$ cat config.mk
export PLATFORM = sky130hd
export DESIGN_NAME = ahb3lite_interconnect_slave_port
export DESIGN_NICKNAME = d
export VERILOG_FILES = /design/src/rtl/ahb3lite_interconnect_slave_port.sv
export SDC_FILE = /design/constraint.sdc
export NUM_CORES = 1
export LEC_CHECK = 0
export ABC_AREA = 1
export CORE_AREA = 2 2 156 158
export CTS_CLUSTER_SIZE = 20
export DETAILED_ROUTE_END_ITERATION = 6
export DIE_AREA = 0 0 158 160
export HOLD_SLACK_MARGIN = 0.08
export SLEW_MARGIN = 40
export SYNTH_ARGS = -nofsm -noshare
export SYNTH_HDL_FRONTEND = slang
export SYNTH_SLANG_ARGS = --single-unit
export TNS_END_PERCENT = 5
$ cat constraint.sdc
create_clock -name HCLK -period 1.9 [get_ports HCLK]
set_input_delay 0.19 -clock HCLK [delete_from_list [all_inputs] [get_ports HCLK]]
set_output_delay 0.19 -clock HCLK [all_outputs]
set_load 0.1 [all_outputs]
$ cat src/rtl/ahb3lite_interconnect_slave_port.sv
// Slave-side stage of the AHB3-Lite multi-layer switch: priority arbitration, address/data muxing, response broadcast.
// Optional round-robin tie breaking among equal priorities is enabled by defining AHB3LITE_SLVPORT_RR_EN.
module ahb3lite_interconnect_slave_port #(
  parameter int HADDR_SIZE = 32,
  parameter int HDATA_SIZE = 32,
  parameter int MASTERS    = 3
) (
  input  logic                                 HCLK,
  input  logic                                 HRESETn,
  input  logic [MASTERS-1:0][2:0]              mstpriority,
  input  logic [MASTERS-1:0]                   mstHSEL,
  input  logic [MASTERS-1:0][HADDR_SIZE-1:0]   mstHADDR,
  input  logic [MASTERS-1:0][HDATA_SIZE-1:0]   mstHWDATA,
  input  logic [MASTERS-1:0]                   mstHWRITE,
  input  logic [MASTERS-1:0][2:0]              mstHSIZE,
  input  logic [MASTERS-1:0][2:0]              mstHBURST,
  input  logic [MASTERS-1:0][3:0]              mstHPROT,
  input  logic [MASTERS-1:0][1:0]              mstHTRANS,
  input  logic [MASTERS-1:0]                   mstHMASTLOCK,
  input  logic [MASTERS-1:0]                   mstHREADY,
  input  logic [MASTERS-1:0]                   can_switch,
  output logic [MASTERS-1:0]                   master_granted,
  output logic [HDATA_SIZE-1:0]                mstHRDATA,
  output logic                                 mstHREADYOUT,
  output logic                                 mstHRESP,
  output logic                                 HSEL,
  output logic [HADDR_SIZE-1:0]                HADDR,
  output logic [HDATA_SIZE-1:0]                HWDATA,
  output logic                                 HWRITE,
  output logic [2:0]                           HSIZE,
  output logic [2:0]                           HBURST,
  output logic [3:0]                           HPROT,
  output logic [1:0]                           HTRANS,
  output logic                                 HMASTLOCK,
  input  logic [HDATA_SIZE-1:0]                HRDATA,
  input  logic                                 HREADYOUT,
  input  logic                                 HRESP,
  output logic                                 HREADY
);

  localparam int IW = (MASTERS > 1) ? $clog2(MASTERS) : 1;

  logic [MASTERS-1:0] r_gnt;
  logic [MASTERS-1:0] r_dgnt;
  logic [MASTERS-1:0] w_winner;
  logic [IW-1:0]      w_owner;
  logic [IW-1:0]      w_downer;
  logic [IW-1:0]      w_start;
  logic [IW-1:0]      w_idx;
  logic [IW:0]        w_idx_ext;
  logic [2:0]         w_best;
  logic               w_found;
  logic               w_locked;
  logic               w_switch;

  // NOTE: every combinational output gets a default first so no path leaves it unassigned (no latch).
  always_comb begin
    w_owner  = '0;
    w_downer = '0;
    for (int i = 0; i < MASTERS; i++) begin
      if (r_gnt[i])  w_owner  |= IW'(i);
      if (r_dgnt[i]) w_downer |= IW'(i);
    end
  end

`ifdef AHB3LITE_SLVPORT_RR_EN
  // Ties rotate: search begins just after the last owner (the parked grant is that owner).
  assign w_start = (~|r_gnt || w_owner == IW'(MASTERS - 1)) ? '0 : w_owner + 1'b1;
`else
  assign w_start = '0;
`endif

  // Strict '>' means the first requester met in search order keeps a tie.
  always_comb begin
    w_winner  = '0;
    w_best    = '0;
    w_found   = 1'b0;
    w_idx     = '0;
    w_idx_ext = '0;
    for (int i = 0; i < MASTERS; i++) begin
      w_idx_ext = {1'b0, w_start} + (IW + 1)'(i);
      if (w_idx_ext >= (IW + 1)'(MASTERS)) w_idx_ext = w_idx_ext - (IW + 1)'(MASTERS);
      w_idx = w_idx_ext[IW-1:0];
      if (mstHSEL[w_idx] && (!w_found || mstpriority[w_idx] > w_best)) begin
        w_found         = 1'b1;
        w_best          = mstpriority[w_idx];
        w_winner        = '0;
        w_winner[w_idx] = 1'b1;
      end
    end
  end

  assign w_locked = (|r_gnt) & mstHMASTLOCK[w_owner] & mstHSEL[w_owner];
  assign w_switch = HREADYOUT & (~|r_gnt | can_switch[w_owner] | ~mstHSEL[w_owner]) & ~w_locked;

  // NOTE: state registers use non-blocking assignments so all flops sample the same pre-edge values.
  always_ff @(posedge HCLK or negedge HRESETn) begin
    if (!HRESETn) begin
      r_gnt  <= '0;
      r_dgnt <= '0;
    end else begin
      if (w_switch && w_found) r_gnt <= w_winner;
      if (HREADY && HREADYOUT) r_dgnt <= HSEL ? r_gnt : '0;
    end
  end

  always_comb begin
    HSEL      = 1'b0;
    HADDR     = '0;
    HWRITE    = 1'b0;
    HSIZE     = '0;
    HBURST    = '0;
    HPROT     = '0;
    HTRANS    = 2'b00;
    HMASTLOCK = 1'b0;
    HREADY    = 1'b1;
    if (|r_gnt) begin
      HSEL      = mstHSEL[w_owner];
      HADDR     = mstHADDR[w_owner];
      HWRITE    = mstHWRITE[w_owner];
      HSIZE     = mstHSIZE[w_owner];
      HBURST    = mstHBURST[w_owner];
      HPROT     = mstHPROT[w_owner];
      HTRANS    = mstHSEL[w_owner] ? mstHTRANS[w_owner] : 2'b00;
      HMASTLOCK = mstHMASTLOCK[w_owner];
      HREADY    = mstHREADY[w_owner];
    end
  end

  assign HWDATA         = (|r_dgnt) ? mstHWDATA[w_downer] : '0;
  assign master_granted = r_gnt;
  assign mstHRDATA      = HRDATA;
  assign mstHREADYOUT   = HREADYOUT;
  assign mstHRESP       = HRESP;

endmodule

==> flow_metrics.tcl, run 1 <==
set metrics [dict create \
    outcome "finished with violations" \
    violations "setup timing" \
    numCtsBuffers 3 \
    grt_pass1_vias 4885 \
    setup_viol 53 \
    rsz0062_at_grt "true" \
    path_max_fanout 24 \
    hp-class "primary input to async pin" \
    wl_per_cell_um 15.1 \
    r2r_slack_ns 0.15 \
    gp_congestion 0.784 \
    ys_seq_area_frac 0.0538 \
    dp_hpwl_um 13900 \
    drv_cap 0 \
    vias 4912 \
    max_freq_mhz 512 \
    post-place-ws_ns -0.848 \
    htreeDepth 1 \
    finalClockSkew_ns 0.000622 \
    cp.arrival_ns 1.76 \
    fin_util 0.346 \
    routed_via_density 4.02 \
    finalMaxSlewViolations 0 \
    period_share 1.03 \
    dp_cells 1187 \
    ant_nets 0 \
    core-area_um2 23800 \
    cts_tree "done" \
    max-slew-margin-rel 0.749 \
    diodes 0 \
    yosysTopAreaCell "nor2_1" \
    die_y_um 160 \
    drive_above_1_share 0.321 \
    start_util 0.117 \
    grt_first_pass_wirelength_um 25200 \
    worstPathRequired_ns 1.71 \
    cts_buffer_depth 2 \
    antenna_found_initial 0 \
    regArea_um2 161 \
    die-area_um2 25300 \
    synth_cell_type_count 26 \
    post-route-drc-count 0 \
    synth_top_area_frac 0.215 \
    syn2layout_area_growth_pct 196 \
    fin_ws_ns -0.0528 \
    syn_inst 560 \
    multi_input_area_um2 2580 \
    io_pins 405 \
    layout_common_cells "247 x clkdlybuf4s50_1, 156 x nor2_1, 102 x nand2_1" \
    nets 1192 \
    clkSinkCount 6 \
    crit_type "flop to output pin" \
    ys_ff_latch 6 \
    clkTransAtPathRegs_ns 0.03 \
    drt_pass1_iterations 4 \
    overflow 0 \
    fillers 2541 \
    worst_pin_slew_ns 0.372 \
    synth_fp_nets 854 \
    synth_area_leaders "nor2_1 22%, nand2_1 15%, o21ai_0 15%" \
    io_buffers 338 \
    netlist_area_um2 2790 \
    grt_usage 0.126 \
    clock-root-buffer "clkbuf_16" \
    yosys_warnings 0 \
    fin_crit_ns 1.95 \
    rows 57 \
    wirelength_um 18400 \
    worst_setup_path_start_kind "flop" \
    grt_max_degree 49 \
    die_w_um 158 \
    hold_violations 0 \
    layout.cells.non_filler 1221 \
    syn_avg_cell_area_um2 4.98 \
    mostFrequentLayoutCell "clkdlybuf4s50_1" \
    whs_ns 0.218 \
    drtIter0Drc 205 \
    end_kind "output pin" \
    worstSkewPairLatency_ns 0.23 \
]
[logic make-up after synthesis]
group	after synthesis	share of synthesized area
AND/OR/NAND/NOR	286	0.411
AO/OA/AOI/OAI	170	0.315
buffers and inverters	92	0.193
adder cells (fa/ha/maj)	6	0.0269
flip-flops	6	0.0538
[cell usage after synthesis]
| cell | n |
|---|---|
| inv_4 | 2 |
| o21ai_0 | 82 |
| buf_2 | 16 |
| or2_2 | 1 |
| a21oi_2 | 1 |
| o211ai_1 | 1 |
| a2bb2oi_1 | 2 |
| nor3_4 | 1 |
| buf_6 | 3 |
| nand3b_1 | 1 |
| o21ai_1 | 3 |
| nand2_1 | 110 |
| nand3b_4 | 1 |
| dfrtp_1 | 6 |
| nand3_1 | 5 |
| nand2_2 | 3 |
| ha_1 | 6 |
| nand2_4 | 3 |
| o21bai_1 | 1 |
| a21oi_4 | 1 |
| buf_4 | 39 |
| clkbuf_1 | 18 |
| a21oi_1 | 79 |
| nor2_1 | 160 |
| nor3_1 | 1 |
| inv_1 | 14 |
[critical path, stage by stage (launching register included)]
cell and delay [ns]:
dfrtp_4 0.56, buf_6 0.21, nor2_1 0.17, o21ai_0 0.17
a21oi_4 0.21, buf_12 0.19
[state kept, by name (all words and copies together), names as in the netlist]
name	flops
master_granted	3
r_dgnt	3
[timing repair]
item | 4_1_cts | 5_1_grt
gates cloned | 1 | 3
pin swaps | 26 | 32
gates resized for setup | 54 | 22
hold endpoints to repair | 0 | 0
buffers inserted | 14 | 12
hold buffers | 0 | 0
setup endpoints to repair | 60 | 81
[layer usage]
metal / track usage / share of wire
met1: 0.131 / 0.37
met4: 0.0176 / 0.0085
met3: 0.0480 / 0.11
met5: 0 / 0
met2: 0.240 / 0.51
[cell type report]
class | count | area share
clock buffer | 4 | 0.00956
inverter | 16 | 0.0103
multi-input combinational | 462 | 0.312
sequential | 6 | 0.0196
tap | 324 | 0.0492
timing repair buffer | 409 | 0.599
[stage by stage]
stage | TNS, ns | instance area (µm²)
2_1_floorplan | -32.22 | 3120
3_3_place_gp | -2.19 | 7690
3_5_place_dp | -2.49 | 7690
4_1_cts | -2.88 | 8000
5_1_grt | -6.05 | 8250
6_report | -0.810 | 8250
[final timing paths]
path	startpoint	end	cells past startpoint
min in group HCLK	HRDATA[12]	mstHRDATA[12]	0
setup reg to reg	master_granted[1]	r_dgnt[0]	8
max in group asynchronous	HRESETn	master_granted[2]	1
hold reg to reg	r_dgnt[0]	r_dgnt[0]	2
setup / recovery	master_granted[2]	HADDR[28]	5
hold / removal	HRESETn	master_granted[1]	1
Power of run 1 is left out: the tool's default activity adds up to more than one toggle a clock period on the data nets, which glitch-free logic cannot reach.
==> inputs of run 2 (changes only) <==
- GPL_TIMING_DRIVEN: unset -> 0
- SETUP_SLACK_MARGIN: unset -> 0.4
==> flow_metrics.tcl, run 2 (synthesis gave the netlist of run 1 again) <==
set metrics [dict create \
    layout_common_cells "247 x clkdlybuf4s50_1, 156 x nor2_1, 98 x nand2_1" \
    postCtsHoldBufs 0 \
    vias 5116 \
    worst_setup_path_start_kind "flop" \
    io_buffers 371 \
    worst_pin_slew_ns 0.519 \
    cts_buffer_depth 2 \
    critical-path-top-delay-family "buffers and inverters" \
    worstSkewPairLatency_ns 0.23 \
    die-area_um2 25300 \
    worst-path-buf-inv 7 \
    cp.arrival_ns 1.89 \
    outcome "finished with violations" \
    worst_path_most_repeated_cell "buf_12" \
    period_share 1.10 \
    worstPathRequired_ns 1.71 \
    cp_slowest_stage_delay_ns 0.47 \
    ant_nets 0 \
    r2r_slack_ns 0.11 \
    end_kind "output pin" \
    hp-class "primary input to async pin" \
    syn2layout_area_growth_pct 208 \
    grt_max_degree 11 \
    post-route-drc-count 0 \
    die_w_um 158 \
    drtIter0Drc 197 \
    drv_cap 0 \
    max_freq_mhz 480 \
    clkTransAtPathRegs_ns 0.03 \
    hold_violations 0 \
    fin_ws_ns -0.182 \
    mostFrequentLayoutCell "clkdlybuf4s50_1" \
    dp_hpwl_um 15700 \
    wl_per_cell_um 15.3 \
    start_util 0.117 \
    crit_type "flop to output pin" \
    antenna_found_initial 0 \
    die_y_um 160 \
    cts_tree "done" \
    clkSinkCount 6 \
    rsz0062_at_grt "true" \
    wirelength_um 19700 \
    cp_cell_sequence "buf_8 -> inv_8 -> buf_12 -> nand2_8 -> inv_8 -> buf_12 -> buf_8 -> nand2_1 -> a21oi_2 -> buf_12" \
    slowest_stage "dfrtp_4" \
    r2r-start "master_granted[1]" \
    core-area_um2 23800 \
    io_pins 405 \
    finalMaxSlewViolations 0 \
    numCtsBuffers 3 \
    routed_via_density 3.98 \
    overflow 0 \
    finalClockSkew_ns 0.00123 \
    max-slew-margin-rel 0.656 \
    drt_pass1_iterations 4 \
    r2r_cells 9 \
    violations "setup timing" \
    nets 1258 \
    grt_usage 0.142 \
    fin_crit_ns 2.08 \
    htreeDepth 1 \
    drive_above_1_share 0.360 \
    rr_endpoint "master_granted[0]" \
    path_max_fanout 10 \
    grt_first_pass_wirelength_um 27800 \
    whs_ns 0.226 \
    diodes 0 \
    gp_congestion 0.784 \
    clock-root-buffer "clkbuf_16" \
    rows 57 \
    grt_pass1_vias 5203 \
    setup_viol 49 \
]
==> run 2: cell types whose count changed in the layout (fill, tap and decap cells not counted), moves of 3 or more <==
cell	change
a21oi_2	-14
buf_2	+37
clkbuf_4	+8
o21ai_0	-10
nand2_2	+3
nand2_1	-4
buf_8	+15
clkbuf_8	+3
buf_4	+12
o21ai_1	+11
buf_6	+11
a21oi_4	+14
buf_12	-24
==> run 2: per-stage QoR <==
step,utilization,setup WS [ns],area [µm²],cells,setup TNS (ns)
floorplan,-,-0.716,3120,560,-32.22
global placement,0.304,-1.35,7240,1255,-91.59
detailed placement,0.279,-0.944,6660,1255,-34.90
CTS,0.349,-0.226,8310,1284,-7.52
global route,0.361,-0.268,8590,1287,-11.04
finish,0.361,-0.182,8590,1287,-6.55
==> run 2: cell type report <==
cell class                      count  area, µm²
Sequential cell                     6        159
Fill cell                        2540      15200
Clock buffer                        4       78.8
Buffer                             76        732
Timing Repair Buffer              399       4480
Multi-Input combinational cell    462       2660
Tap cell                          324        405
Inverter                           16       78.8
==> run 2: per-layer routing <==
metal  up-vias  GRT usage  routed length [µm]
li1       2594          -                   -
met1      2248      0.135                6780
met2       256      0.289               10500
met3        18     0.0429                1980
met4         0     0.0299                 404
met5         -          0                   0
==> run 2: how the worst max path moves through the flow <==
stage | from | end | slack (ns) | depth (start not counted)
after CTS | master_granted[1] | HTRANS[0] | -0.23 | 11
after floorplan | master_granted[1] | HTRANS[0] | -0.72 | 9
after global placement | master_granted[1] | HADDR[25] | -1.35 | 5
after global routing | master_granted[1] | HPROT[1] | -0.27 | 10
final | master_granted[1] | HPROT[0] | -0.18 | 10
after detailed placement | mstHSEL[0] | master_granted[0] | -0.94 | 17
==> run 2: worst register-to-register path: stages, from the launching register on <==
cell and delay [ns]:
dfrtp_4 0.47, buf_8 0.15, buf_4 0.16, nor3_4 0.23, buf_12 0.18, a21oi_4 0.06, buf_4 0.16, a21oi_1 0.18
nand2_1 0.07, nand2_1 0.06
==> run 2: timing repair <==
| action | in CTS | in global routing |
|---|---|---|
| pin swaps | 69 | 12 |
| gates cloned | 3 | 1 |
| setup buffers | 22 | 2 |
| endpoints found under the setup margin | 86 | 87 |
| gates resized for setup | 402 | 63 |
Power of run 2 is left out for the same reason.
==> inputs of run 3 (changes only) <==
- ABC_CLOCK_PERIOD_IN_PS: unset -> 1900
- PLACE_DENSITY: unset -> 0.5
==> flow_metrics.tcl, run 3 (synthesis gave the netlist of run 1 again) <==
set metrics [dict create \
    r2r_slack_ns 0.14 \
    routed_via_density 3.99 \
    antenna_found_initial 0 \
    max_freq_mhz 464 \
    grt_first_pass_wirelength_um 28800 \
    r2r_cells 13 \
    die_y_um 160 \
    gp_congestion 0.751 \
    ant_nets 0 \
    mostFrequentLayoutCell "clkdlybuf4s50_1" \
    cts_buffer_depth 2 \
    rr_endpoint "master_granted[2]" \
    multi_input_area_um2 2620 \
    worstPathRequired_ns 1.71 \
    core-area_um2 23800 \
    regArea_um2 159 \
    die-area_um2 25300 \
    postCtsHoldBufs 0 \
    worstSkewPairLatency_ns 0.23 \
    period_share 1.13 \
    finalSetupTns_ns -9.31 \
    fillers 2588 \
    start_util 0.117 \
    post-route-drc-count 0 \
    grt_usage 0.146 \
    crit_type "flop to output pin" \
    setup_viol 81 \
    cts_tree "done" \
    rsz0062_at_grt "true" \
    hp-class "primary input to async pin" \
    fin_crit_ns 2.16 \
    hold_violations 0 \
    die_w_um 158 \
    layout_common_cells "247 x clkdlybuf4s50_1, 156 x nor2_1, 92 x nand2_1" \
    syn2layout_area_growth_pct 196 \
    diodes 0 \
    fin_ws_ns -0.256 \
    post-place-ws_ns -0.959 \
    cp.arrival_ns 1.97 \
    overflow 0 \
    drtIter0Drc 203 \
    wl_per_cell_um 15.5 \
    vias 5118 \
    io_buffers 371 \
    drv_cap 0 \
    grt_pass1_vias 5213 \
    finalClockSkew_ns 0.000834 \
    wirelength_um 19800 \
    end_kind "output pin" \
    clock-root-buffer "clkbuf_16" \
    r2r-start "master_granted[1]" \
    grt_max_degree 11 \
    violations "setup timing" \
    clkSinkCount 6 \
    htreeDepth 1 \
    io_pins 405 \
    rows 57 \
    finalMaxSlewViolations 0 \
    outcome "finished with violations" \
    path_max_fanout 7 \
    worst_pin_slew_ns 0.510 \
    nets 1254 \
    drive_above_1_share 0.365 \
    clkTransAtPathRegs_ns 0.03 \
    drt_pass1_iterations 4 \
    max-slew-margin-rel 0.663 \
    dp_hpwl_um 16200 \
    worst_setup_path_start_kind "flop" \
    numCtsBuffers 3 \
]
[run 3: cell types whose count changed in the layout (fill, tap and decap cells not counted), sizes merged]
cell / change
bufbuf: +1
dlygate4sd2: +2
buf: -9
clkbuf: +2
[run 3: worst max path at each step]
stage                        end  cells after the start               from  slack, ns
2_1_floorplan          HTRANS[0]                      9  master_granted[1]      -0.72
3_3_place_gp           HADDR[21]                      5  master_granted[1]      -1.40
3_5_place_dp   master_granted[1]                     17         mstHSEL[0]      -0.96
4_1_cts                HADDR[20]                     11  master_granted[1]      -0.26
5_1_grt                HADDR[23]                     11  master_granted[1]      -0.32
6_report               HADDR[23]                     11  master_granted[1]      -0.26
[run 3: area by class of cell]
type / count / share of cell area
inverter: 16 / 0.00955
sequential: 6 / 0.0192
timing repair buffer: 395 / 0.522
buffer: 76 / 0.0731
clock buffer: 4 / 0.00955
tap: 324 / 0.0491
multi-input combinational: 462 / 0.318
[run 3: critical path, cell delays in order (launching register included)]
cell and delay [ns]:
dfrtp_4 0.47, buf_8 0.15, inv_8 0.06, buf_12 0.11
nand2_8 0.05, inv_8 0.07, buf_12 0.14, buf_12 0.11
buf_16 0.11, nand2_4 0.05, a21oi_4 0.18, buf_12 0.20
[run 3: what timing repair did]
item	in CTS	in global routing
gates cloned	3	0
pin swaps	64	5
endpoints found under the setup margin	86	87
hold endpoints to repair	0	0
gates resized for setup	334	47
buffers inserted	20	1
[run 3: per-layer routing]
layer | GRT usage | vias to the layer above | wire, µm
li1 | - | 2584 | -
met2 | 0.282 | 275 | 10100
met4 | 0.0299 | 0 | 398
met1 | 0.150 | 2237 | 7200
met3 | 0.0483 | 22 | 2140
met5 | 0 | - | 0
[run 3: through the flow]
stage	cells	cell area, µm²	hold WS, ns	util
3_5_place_dp	1255	6660	0.461	0.279
3_3_place_gp	1255	7240	0.453	0.304
6_report	1283	8260	0.208	0.347
4_1_cts	1282	8100	0.223	0.340
2_1_floorplan	560	3120	-0.106	-
5_1_grt	1283	8260	0.234	0.347
Power of run 3 is left out for the same reason.
